$ cat config.mk
export PLATFORM = sky130hd
export DESIGN_NAME = pc_select_ctrl_flat
export DESIGN_NICKNAME = d
export VERILOG_FILES = /design/src/rtl/pc_select_ctrl_if.sv /design/src/rtl/pc_select_ctrl.sv /design/src/flat_wrapper.sv
export SDC_FILE = /design/constraint.sdc
export NUM_CORES = 1
export LEC_CHECK = 0
export BUFFER_PORTS_ARGS = -buffer_cell sky130_fd_sc_hd__buf_2
export CAP_MARGIN = 20
export CORE_AREA = 5 5 42 44
export CTS_CLUSTER_DIAMETER = 30
export DETAILED_ROUTE_END_ITERATION = 8
export DIE_AREA = 0 0 47 49
export PLACE_DENSITY_LB_ADDON = 0.1
export SYNTH_ARGS = -nofsm -noshare
export SYNTH_HDL_FRONTEND = slang
export SYNTH_SLANG_ARGS = --single-unit
$ cat constraint.sdc
create_clock -name clk -period 1.6 [get_ports clk]
set_input_delay 0.16 -clock clk [delete_from_list [all_inputs] [get_ports clk]]
set_output_delay 0.16 -clock clk [all_outputs]
set_load 0.01 [all_outputs]
$ cat src/rtl/pc_select_ctrl_if.sv
// Control bundle between the ID/EX hazard area and the PC-select block.
// master = stimulus/pipeline side, slave = pc_select_ctrl.
interface pc_select_ctrl_if;
  logic       irq;
  logic       pc_supervisor;
  logic       id_jump;
  logic       id_jr;
  logic       id_undef;
  logic [4:0] id_rs;
  logic [4:0] id_rt;
  logic       id_uses_rt;
  logic       ex_branch;
  logic       ex_taken;
  logic       ex_memread;
  logic [4:0] ex_rt;
  logic [2:0] PCSrc;
  logic       datahazard;
  logic       flush_ifid;
  logic       flush_idex;
  logic       irq_ack;

  modport master (
    output irq, pc_supervisor, id_jump, id_jr, id_undef, id_rs, id_rt,
           id_uses_rt, ex_branch, ex_taken, ex_memread, ex_rt,
    input  PCSrc, datahazard, flush_ifid, flush_idex, irq_ack
  );

  modport slave (
    input  irq, pc_supervisor, id_jump, id_jr, id_undef, id_rs, id_rt,
           id_uses_rt, ex_branch, ex_taken, ex_memread, ex_rt,
    output PCSrc, datahazard, flush_ifid, flush_idex, irq_ack
  );
endinterface

$ cat src/rtl/pc_select_ctrl.sv
// One-cycle arbitration of branch / load-use / exception / jump / interrupt for the PC mux.
// Optional macro IRQ_SYNC_EN: irq goes through SYNC_STAGES flops instead of a single register.
module pc_select_ctrl #(
  parameter int SYNC_STAGES = 2,
  parameter bit EXC_ENABLE  = 1'b1
) (
  input logic            clk,
  input logic            reset,
  pc_select_ctrl_if.slave bus
);

  typedef enum logic [1:0] {IDLE, PENDING, ENTER, HANDLER} irq_state_e;

`ifdef IRQ_SYNC_EN
  localparam int NSYNC = SYNC_STAGES;
`else
  // Single capture register; SYNC_STAGES only shapes the synchronizer build.
  localparam int NSYNC = (SYNC_STAGES > 0) ? 1 : 1;
`endif

  irq_state_e       state_q, state_d;
  logic [NSYNC-1:0] sync_q, sync_d;
  logic             irq_s;
  logic             load_use;
  logic             take;

  assign irq_s = sync_q[NSYNC-1];

  always_comb begin
    sync_d[0] = bus.irq;
    for (int i = 1; i < NSYNC; i++) sync_d[i] = sync_q[i-1];
  end

  assign load_use = bus.ex_memread && (bus.ex_rt != 5'd0) &&
                    ((bus.ex_rt == bus.id_rs) ||
                     (bus.id_uses_rt && (bus.ex_rt == bus.id_rt)));

  always_ff @(posedge clk) begin
    if (reset) begin
      state_q <= IDLE;
      sync_q  <= '0;
    end else begin
      state_q <= state_d;
      sync_q  <= sync_d;
    end
  end

  // Priority chain; reset forces the idle select and no strobes.
  always_comb begin
    bus.PCSrc      = 3'b000;
    bus.datahazard = 1'b0;
    bus.flush_ifid = 1'b0;
    bus.flush_idex = 1'b0;
    bus.irq_ack    = 1'b0;
    take           = 1'b0;
    if (!reset) begin
      if (bus.ex_branch) begin
        bus.PCSrc      = 3'b001;
        bus.flush_ifid = bus.ex_taken;
        bus.flush_idex = bus.ex_taken;
      end else if (load_use) begin
        bus.datahazard = 1'b1;
        bus.flush_idex = 1'b1;
      end else if (bus.id_undef && EXC_ENABLE) begin
        bus.PCSrc      = 3'b101;
        bus.flush_ifid = 1'b1;
        bus.flush_idex = 1'b1;
      end else if (bus.id_jr) begin
        bus.PCSrc      = 3'b011;
        bus.flush_ifid = 1'b1;
      end else if (bus.id_jump) begin
        bus.PCSrc      = 3'b010;
        bus.flush_ifid = 1'b1;
      end else if (state_q == PENDING && irq_s && !bus.pc_supervisor) begin
        bus.PCSrc      = 3'b100;
        bus.flush_ifid = 1'b1;
        bus.irq_ack    = 1'b1;
        take           = 1'b1;
      end
    end
  end

  always_comb begin
    state_d = state_q;
    case (state_q)
      IDLE:    if (irq_s) state_d = PENDING;
      PENDING: if (!irq_s) state_d = IDLE;
               else if (take) state_d = ENTER;
      ENTER:   if (bus.pc_supervisor) state_d = HANDLER;
      HANDLER: if (!bus.pc_supervisor) state_d = IDLE;
      default: state_d = IDLE;
    endcase
  end

endmodule

$ cat src/flat_wrapper.sv
// flat-port wrapper written by rule: the top's interface ports become plain ports
module pc_select_ctrl_flat 
#(
  parameter int SYNC_STAGES = 2,
  parameter bit EXC_ENABLE  = 1'b1
)
  (clk, reset, bus_irq, bus_pc_supervisor, bus_id_jump, bus_id_jr, bus_id_undef, bus_id_rs, bus_id_rt, bus_id_uses_rt, bus_ex_branch, bus_ex_taken, bus_ex_memread, bus_ex_rt, bus_PCSrc, bus_datahazard, bus_flush_ifid, bus_flush_idex, bus_irq_ack);
  pc_select_ctrl_if bus_i ();
  input logic clk;
  input logic reset;
  input wire logic [$bits(bus_i.irq)-1:0] bus_irq;
  input wire logic [$bits(bus_i.pc_supervisor)-1:0] bus_pc_supervisor;
  input wire logic [$bits(bus_i.id_jump)-1:0] bus_id_jump;
  input wire logic [$bits(bus_i.id_jr)-1:0] bus_id_jr;
  input wire logic [$bits(bus_i.id_undef)-1:0] bus_id_undef;
  input wire logic [$bits(bus_i.id_rs)-1:0] bus_id_rs;
  input wire logic [$bits(bus_i.id_rt)-1:0] bus_id_rt;
  input wire logic [$bits(bus_i.id_uses_rt)-1:0] bus_id_uses_rt;
  input wire logic [$bits(bus_i.ex_branch)-1:0] bus_ex_branch;
  input wire logic [$bits(bus_i.ex_taken)-1:0] bus_ex_taken;
  input wire logic [$bits(bus_i.ex_memread)-1:0] bus_ex_memread;
  input wire logic [$bits(bus_i.ex_rt)-1:0] bus_ex_rt;
  output wire logic [$bits(bus_i.PCSrc)-1:0] bus_PCSrc;
  output wire logic [$bits(bus_i.datahazard)-1:0] bus_datahazard;
  output wire logic [$bits(bus_i.flush_ifid)-1:0] bus_flush_ifid;
  output wire logic [$bits(bus_i.flush_idex)-1:0] bus_flush_idex;
  output wire logic [$bits(bus_i.irq_ack)-1:0] bus_irq_ack;
  assign bus_i.irq = bus_irq;
  assign bus_i.pc_supervisor = bus_pc_supervisor;
  assign bus_i.id_jump = bus_id_jump;
  assign bus_i.id_jr = bus_id_jr;
  assign bus_i.id_undef = bus_id_undef;
  assign bus_i.id_rs = bus_id_rs;
  assign bus_i.id_rt = bus_id_rt;
  assign bus_i.id_uses_rt = bus_id_uses_rt;
  assign bus_i.ex_branch = bus_ex_branch;
  assign bus_i.ex_taken = bus_ex_taken;
  assign bus_i.ex_memread = bus_ex_memread;
  assign bus_i.ex_rt = bus_ex_rt;
  assign bus_PCSrc = bus_i.PCSrc;
  assign bus_datahazard = bus_i.datahazard;
  assign bus_flush_ifid = bus_i.flush_ifid;
  assign bus_flush_idex = bus_i.flush_idex;
  assign bus_irq_ack = bus_i.irq_ack;
  pc_select_ctrl #(.SYNC_STAGES(SYNC_STAGES), .EXC_ENABLE(EXC_ENABLE)) u_core (.clk(clk), .reset(reset), .bus(bus_i));
endmodule
; ---- Yosys cells after proc, flatten, opt, wreduce, memory -nomap -nowiden
; Index checks and enable logic that the tools add are counted.
[classes]
n_eq_ne = 9
n_mux = 33
reduce_logical = 10
[op_table]
columns = cell, count
row1 = $mux W3, 7
row2 = $mux W1, 20
row3 = $eq A5 B5 Y1, 2
row4 = $mux W2, 5
row5 = $pmux W2 S4, 1
row6 = $logic_and A1 B1 Y1, 5
row7 = $reduce_bool A5 Y1, 1
row8 = $eq A2 B2 Y1 const B, 2
row9 = $ne A2 B2 Y1 const B, 2
row10 = $reduce_and A4 Y1, 1
row11 = $ne A3 B3 Y1 const B, 1
row12 = $eq A2 B1 Y1 const B, 1
row13 = $logic_not A2 Y1, 1
row14 = $ne A2 B1 Y1 const B, 1
row15 = $logic_not A1 Y1, 1
row16 = $logic_or A1 B1 Y1, 1
[totals]
reg_bits = 3
input_bits = 26
out_inout_bits = 7
wordCells = 54

; ---- Logic depth before layout (Yosys ltp)
; Gate-level depths: netlist of run 1.
[depth]
word_depth = 13
mapped_depth = 6
depth_no_buf = 5

; ---- Least setup slack after synthesis of run 1
; OpenSTA, ideal clock, no wires.
[synth_path]
path_type = input -> output
start = input bus_ex_rt[0]
end = output bus_irq_ack
arrival_ps = 1415
t_required_ps = 1440
path_slack_ps = 25
stages = 5
n_path_buf = 1
path_cell_list = or4_1 > o21ai_2 > nor2b_1 > buf_6 > nor4_1
[synth_between]
elab_chain_cells = 7
elab_cells_between_ends = 10
classes_between = eq/ne (2) / mux (3) / reduce/logical (5)
[synth_rtl]
columns = item, line_no
row1 = start: declaration, flat_wrapper.sv:22  ; input wire logic [$bits(bus_i.ex_rt)-1:0] bus_ex_rt;
row2 = $eq A5 B5 Y1, pc_select_ctrl.sv:36  ; (bus.id_uses_rt && (bus.ex_rt == bus.id_rt)));
row3 = $logic_and A1 B1 Y1, pc_select_ctrl.sv:36
row4 = $logic_or A1 B1 Y1, pc_select_ctrl.sv:35  ; ((bus.ex_rt == bus.id_rs) ||
row5 = $logic_and A1 B1 Y1 *, pc_select_ctrl.sv:34  ; assign load_use = bus.ex_memread && (bus.ex_rt != 5'd0) &&
row6 = $mux W1 *, pc_select_ctrl.sv:61  ; end else if (load_use) begin
row7 = $mux W1 *, pc_select_ctrl.sv:57  ; if (bus.ex_branch) begin
row8 = $mux W1 *, pc_select_ctrl.sv:56  ; if (!reset) begin
row9 = end: declaration, flat_wrapper.sv:27  ; output wire logic [$bits(bus_i.irq_ack)-1:0] bus_irq_ack;
; Every way passes the cells marked *; elsewhere a longest branch is shown, timed or not.

; ---- Worst setup path after layout of run 1
[layout_path]
start = input bus_ex_rt[3]
end = output bus_PCSrc[1]
[layout_between]
elab_chain_cells = 7
elab_cells_between_ends = 10
classes_between = eq/ne (2) / mux (3) / reduce/logical (5)
[layout_rtl]
columns = item, line_no
row1 = $eq A5 B5 Y1, pc_select_ctrl.sv:36
row2 = $logic_and A1 B1 Y1, pc_select_ctrl.sv:36
row3 = $logic_or A1 B1 Y1, pc_select_ctrl.sv:35
row4 = $logic_and A1 B1 Y1 *, pc_select_ctrl.sv:34
row5 = $mux W3 *, pc_select_ctrl.sv:61
row6 = $mux W3 *, pc_select_ctrl.sv:57
row7 = $mux W3 *, pc_select_ctrl.sv:56
row8 = end: declaration, flat_wrapper.sv:23  ; output wire logic [$bits(bus_i.PCSrc)-1:0] bus_PCSrc;
; Marks and branches as above.

==> results of run 1 <==
## per-layer routing
layer | up-vias | routed length, um | GRT usage
met1 | 211 | 373 | 0.118
met4 | 0 | 12 | 0.0691
met3 | 2 | 159 | 0.0185
li1 | 254 | - | -
met5 | - | 0 | 0
met2 | 26 | 521 | 0.149
## area by class of cell
type	instances	share of cell area
flip-flops and latches	3	0.0939
clock buffers	4	0.0411
multi-input cells	43	0.511
inverters	1	0.00587
well taps	16	0.0313
repair buffers	35	0.317
## metrics by stage
stage | area, sq um | setup slack (ps)
floorplan | 370 | 25.4
global placement | 539 | -79.7
detailed placement | 539 | -100
CTS | 616 | -25.9
global route | 639 | -33.4
finish | 639 | 16.9
## power by group
part | total, W | leakage (nW) | internal [W] | switching (W)
logic | 0.000127 | 0.239 | 0.0000712 | 0.0000559
registers | 0.0000782 | 0.0246 | 0.0000776 | 0.000000520
clock network | 0.000129 | 0.0150 | 0.0000932 | 0.0000362
## cells in the mapped netlist (all sizes together)
cell | count | area [sq um]
nand2 | 4 | 15.0
nand3b | 2 | 15.0
a21oi | 3 | 15.0
nand3 | 1 | 5.00
o41ai | 1 | 8.76
nand4 | 1 | 6.26
nor4 | 3 | 18.8
or4 | 1 | 7.51
xnor2 | 10 | 87.6
nor2b | 3 | 18.8
dfxtp | 3 | 60.1
o31ai | 1 | 7.51
o22ai | 1 | 6.26
o41a | 1 | 11.3
o31a | 1 | 8.76
nor2 | 3 | 11.3
nand2b | 2 | 12.5
buf | 3 | 18.8
o21ai | 1 | 8.76
or2 | 1 | 6.26
inv | 1 | 3.75
a211oi | 1 | 7.51
nor3 | 2 | 10.0
## what timing repair did
| item | CTS | global route |
|---|---|---|
| endpoints found under the setup margin | 6 | 7 |
| hold buffers | 0 | 0 |
| pin swaps | 3 | 4 |
| gates resized for setup | 9 | 4 |
| gates cloned | 0 | 0 |
| setup buffers | 2 | 0 |
## final timing paths
check	startpoint	endpoint	slack, ps	depth (start not counted)
setup / recovery	bus_ex_rt[3]	bus_PCSrc[1]	20	6
hold reg to reg	register	register	510	2
hold / removal	bus_irq	u_core.irq_s$_SDFF_PP0_	150	2
setup reg to reg	register	u_core.state_q[0]$_SDFFE_PP0P_	380	4
## worst max-delay path: cells and delay by family
| family | cells | cell delay (ps) |
|---|---|---|
| simple gates | 3 | 820 |
| buf+inv | 2 | 280 |
| compound gates | 1 | 170 |
## cell families after synthesis
kind of cell / after synthesis / synth area share
XOR/XNOR: 10 / 0.236
AO/OA/AOI/OAI: 10 / 0.199
flip-flops: 3 / 0.162
buffers and inverters: 4 / 0.0608
AND/OR/NAND/NOR: 23 / 0.341
==> qor.csv, run 1 <==
stage,metric,value,unit
setup_path,Crit-path slowest cell,or4_4,
cts,Root Buffer,clkbuf_4,
floorplan,FP Rows,14,
cts,Num CTS Buffers,3,
setup_path,Worst Setup End Kind,output port,
timing,final count of pins violating max slew,0,
cells_and_area,antenna cells,0,
cells_and_area,most frequent cells in the layout,"30 x buf_2, 9 x xnor2_1, 4 x nand2_1",
cts,clk sink count,3,
timing,maximum clock rate,0.632,GHz
power_and_ir_drop,Overall Power,0.000335,W
run_status,status,"finished, final reports clean",
logic_synthesis,synthesized instance count,50,
logic_synthesis,Syn. warnings,0,
cells_and_area,Multi-input gate area,327,sq um
cts,Clock Latency Late Sink,230,ps
timing,unrepaired setup endpoints after global routing,yes,
logic_synthesis,"Avg Cell Area, Syn",7.41,sq um
floorplan,Die Width,47,um
power_and_ir_drop,Leak Pwr,0.278,nW
cells_and_area,FF/Latch Area,60.1,sq um
cells_and_area,utilization after layout,0.456,
placement,Port Buffers,32,
floorplan,Boundary Pins,33,
placement,placed cell count,96,
timing,Final Hold Slack,146,ps
power_and_ir_drop,maximum vdd drop,0.000209,V
setup_path,critical path arrival,1420,ps
cells_and_area,Fillers,160,
logic_synthesis,Netlist cell types,24,
grt,Total Routing Usage GR,0.0984,
placement,GPL Wtd Cong,0.730,
timing,final worst path period need,1580,ps
routing,routed len/inst,10.5,um
setup_path,Slowest Stage Delay on Critical Path,540,ps
cells_and_area,layout cell share with drive strength beyond 1,0.523,
timing,Finish-stage setup viols,0,
flow_run,maximum capacitance violations,0,
setup_path,Worst Path Max Fanout,7,
timing,Max-slew headroom,0.828,
cts,clk slew on worst S/H paths,30,ps
cts,CTS tree,yes,
cts,H-Tree Depth,1,
grt,GR Overflow Total,0,
floorplan,Die H,49,um
routing,via count,493,
hold_path,hold crit path type,input pin to register,
setup_path,Worst EP required,1440,ps
logic_synthesis,syn nets,76,
setup_path,worst-path cell chain,buf_8 > or4_4 > o21ai_4 > nor2b_4 > nor4_1 > buf_2,
cells_and_area,nets@finish,113,
timing,clock skew,2.51,ps
grt,initial antenna violation count,0,
floorplan,core area,0.00140,sq mm
timing,fin crit share,0.989,
cells_and_area,"most common cell after layout, fill and taps aside",buf_2,
timing,Fin Setup TNS,0,ps
floorplan,Starting Density,0.264,
routing,total wire length,1.07,mm
logic_synthesis,Seq cells post-synth,3,
cells_and_area,Syn-to-layout area delta,72.6,%
grt,first-pass GRT wire length,1.70,mm
cts,CTS Buffer Depth,2,
timing,worst slew pin tran,255,ps
grt,vias in the first global route,467,
routing,DRT iter0 DRCs,1,
grt,largest net degree at the start of global routing,9,
setup_path,crit path kind,input pin to output port,
placement,dpl hpwl,880,um
logic_synthesis,Post-Synthesis Cell Area,370,sq um
logic_synthesis,"Seq/Total Area, Yosys",0.162,
power_and_ir_drop,PD cells,524,mW/mm^2
routing,antenna-violating nets left,0,
cells_and_area,Final Non-Filler Cells,102,
floorplan,full die area,0.00230,sq mm
routing,drt pass-1 iters,2,
routing,vias per cell,4.83,
timing,Hold Fails Final Rpt,0,
setup_path,critical path launch point type,input pin,
routing,# DRC,0,
No activity file was read; power rests on OpenSTA's default activity.
==> run 2, diff against run 1 <==
==> constraint.sdc (replaced) <==
create_clock -name clk -period 1.52 [get_ports clk]
set_input_delay 0.152 -clock clk [delete_from_list [all_inputs] [get_ports clk]]
set_output_delay 0.152 -clock clk [all_outputs]
set_load 0.01 [all_outputs]
==> run 2 against run 1 <==
Effect of this change: the flow now finishes with violations (setup timing); worst setup slack lost 56 ps; first-iteration DRC count did not move; critical path type unchanged; cell count grew 2.0%; critical endpoint is now bus_flush_idex; largest cell class unchanged.
==> qor.csv, run 2 (synthesis gave the netlist of run 1 again) <==
stage,metric,value,unit,change
routing,vias per cell,4.74,,was 4.83
setup_path,critical path launch point type,input pin,,unchanged
routing,# DRC,0,,unchanged
setup_path,Register-to-Register Path Depth,4,,unchanged
placement,Port Buffers,32,,unchanged
floorplan,FP Rows,14,,unchanged
timing,fin worst setup slack,-38.8,ps,was 16.9 ps
setup_path,Worst EP required,1370,ps,was 1440 ps
grt,GR Overflow Total,0,,unchanged
setup_path,Crit-path slowest cell,or4_4,,unchanged
cells_and_area,"most common cell after layout, fill and taps aside",buf_2,,unchanged
timing,Hold Fails Final Rpt,0,,unchanged
floorplan,core area,0.00140,sq mm,unchanged
floorplan,Die Width,47,um,unchanged
floorplan,Starting Density,0.264,,unchanged
timing,unrepaired setup endpoints after global routing,yes,,unchanged
hold_path,hold path depth,2,,unchanged
routing,total wire length,1.20,mm,was 1.07 mm
timing,worst slew pin tran,288,ps,was 255 ps
setup_path,worst-path cell chain,buf_8 > or4_4 > o21ai_4 > nor2b_4 > o31a_1 > buf_2,,was buf_8 > or4_4 > o21ai_4 > nor2b_4 > nor4_1 > buf_2
cts,H-Tree Depth,1,,unchanged
cells_and_area,nets@finish,115,,was 113
timing,fin crit share,1.03,,
floorplan,full die area,0.00230,sq mm,unchanged
timing,final count of pins violating max slew,0,,unchanged
timing,Finish-stage setup viols,3,,was 0
cells_and_area,antenna cells,0,,unchanged
timing,clock skew,0.587,ps,was 2.51 ps
floorplan,Die H,49,um,unchanged
power_and_ir_drop,Overall Power,0.000357,W,was 0.000335 W
setup_path,Slowest Stage Delay on Critical Path,530,ps,was 540 ps
power_and_ir_drop,PD cells,551,mW/mm^2,was 524 mW/mm^2
setup_path,Worst Setup End Kind,output port,,unchanged
floorplan,Boundary Pins,33,,unchanged
cells_and_area,Syn-to-layout area delta,75.0,%,was 72.6%
grt,Total Routing Usage GR,0.107,,was 0.0984
cts,CTS Buffer Depth,2,,unchanged
grt,first-pass GRT wire length,1.90,mm,was 1.70 mm
routing,via count,493,,unchanged
cts,Root Buffer,clkbuf_4,,unchanged
hold_path,hold crit path type,input pin to register,,unchanged
timing,final worst path period need,1560,ps,
cts,hold buffer count at cts,0,,unchanged
grt,initial antenna violation count,0,,unchanged
grt,vias in the first global route,485,,was 467
cts,Num CTS Buffers,3,,unchanged
flow_run,maximum capacitance violations,0,,unchanged
power_and_ir_drop,Leak Pwr,0.283,nW,was 0.278 nW
timing,Max-slew headroom,0.806,,was 0.828
run_status,violated checks,setup timing,,
cts,CTS tree,yes,,unchanged
power_and_ir_drop,maximum vdd drop,0.000361,V,was 0.000209 V
cts,clk slew on worst S/H paths,40,ps,was 30 ps
routing,routed len/inst,11.5,um,was 10.5 um
setup_path,Worst Path Max Fanout,8,,was 7
cts,clk sink count,3,,unchanged
timing,maximum clock rate,0.642,GHz,
setup_path,crit path kind,input pin to output port,,unchanged
grt,largest net degree at the start of global routing,9,,unchanged
placement,GPL Wtd Cong,0.710,,was 0.730
cts,Clock Latency Late Sink,230,ps,about the same
placement,dpl hpwl,925,um,was 880 um
timing,Final Hold Slack,132,ps,was 146 ps
routing,drt pass-1 iters,2,,unchanged
placement,DP Worst Slack,-173,ps,was -100 ps
cells_and_area,most frequent cells in the layout,"30 x buf_2, 10 x xnor2_1, 5 x buf_4, 4 x nand2_1",,"was 30 x buf_2, 9 x xnor2_1, 4 x nand2_1"
routing,DRT iter0 DRCs,1,,unchanged
setup_path,critical path arrival,1410,ps,was 1420 ps
run_status,status,"complete, but fails checks",,"was finished, final reports clean"
routing,antenna-violating nets left,0,,unchanged
cells_and_area,layout cell share with drive strength beyond 1,0.534,,was 0.523
run 2: cell type report:
cell class              count  area (sq um)
clock buffers               4          26.3
inverters                   1          3.75
flip-flops and latches      3          60.1
repair buffers             37           214
multi-input cells          43           324
well taps                  16          20.0
fillers                   162           753
run 2: what timing repair did:
action                                  CTS  global route
endpoints found under the setup margin    7             7
endpoints found under the hold margin     0             0
resized for setup                         9             2
pin swaps                                 0             1
cloned                                    0             0
setup buffers                             2             1
run 2: final timing paths:
path	start	endpoint	slack (ps)
worst max register to register	register	u_core.state_q[0]$_SDFFE_PP0P_	270
worst min register to register	register	register	510
worst min-delay path	bus_irq	u_core.irq_s$_SDFF_PP0_	130
worst max-delay path	bus_ex_rt[0]	bus_flush_idex	-40
run 2: stage by stage:
| stage | std cells | setup TNS (ps) | utilization | instance area [sq um] |
|---|---|---|---|---|
| after floorplan | 50 | 0 | - | 377 |
| after global placement | 97 | -987 | 0.395 | 553 |
| after detailed placement | 97 | -959 | 0.395 | 553 |
| after CTS | 103 | -157 | 0.449 | 629 |
| after global routing | 104 | -582 | 0.463 | 648 |
| final | 104 | -105 | 0.463 | 648 |
run 2: critical path, delay by kind of cell:
kind,cells,cell delay [ps]
AND/OR/NAND/NOR,2,610
AO/OA/AOI/OAI,2,400
buffers and inverters,2,240
run 2: power by group:
part	total [W]	switching (W)	internal (W)
clock network	0.000139	0.0000402	0.0000983
logic	0.000136	0.0000611	0.0000752
registers	0.0000825	0.000000788	0.0000817
run 2: routing by layer:
layer	vias to the layer above	wire length, um	global-route usage
met5	-	0	0
li1	257	-	-
met4	0	0	0.0415
met3	0	117	0.0258
met2	20	601	0.158
met1	216	481	0.144
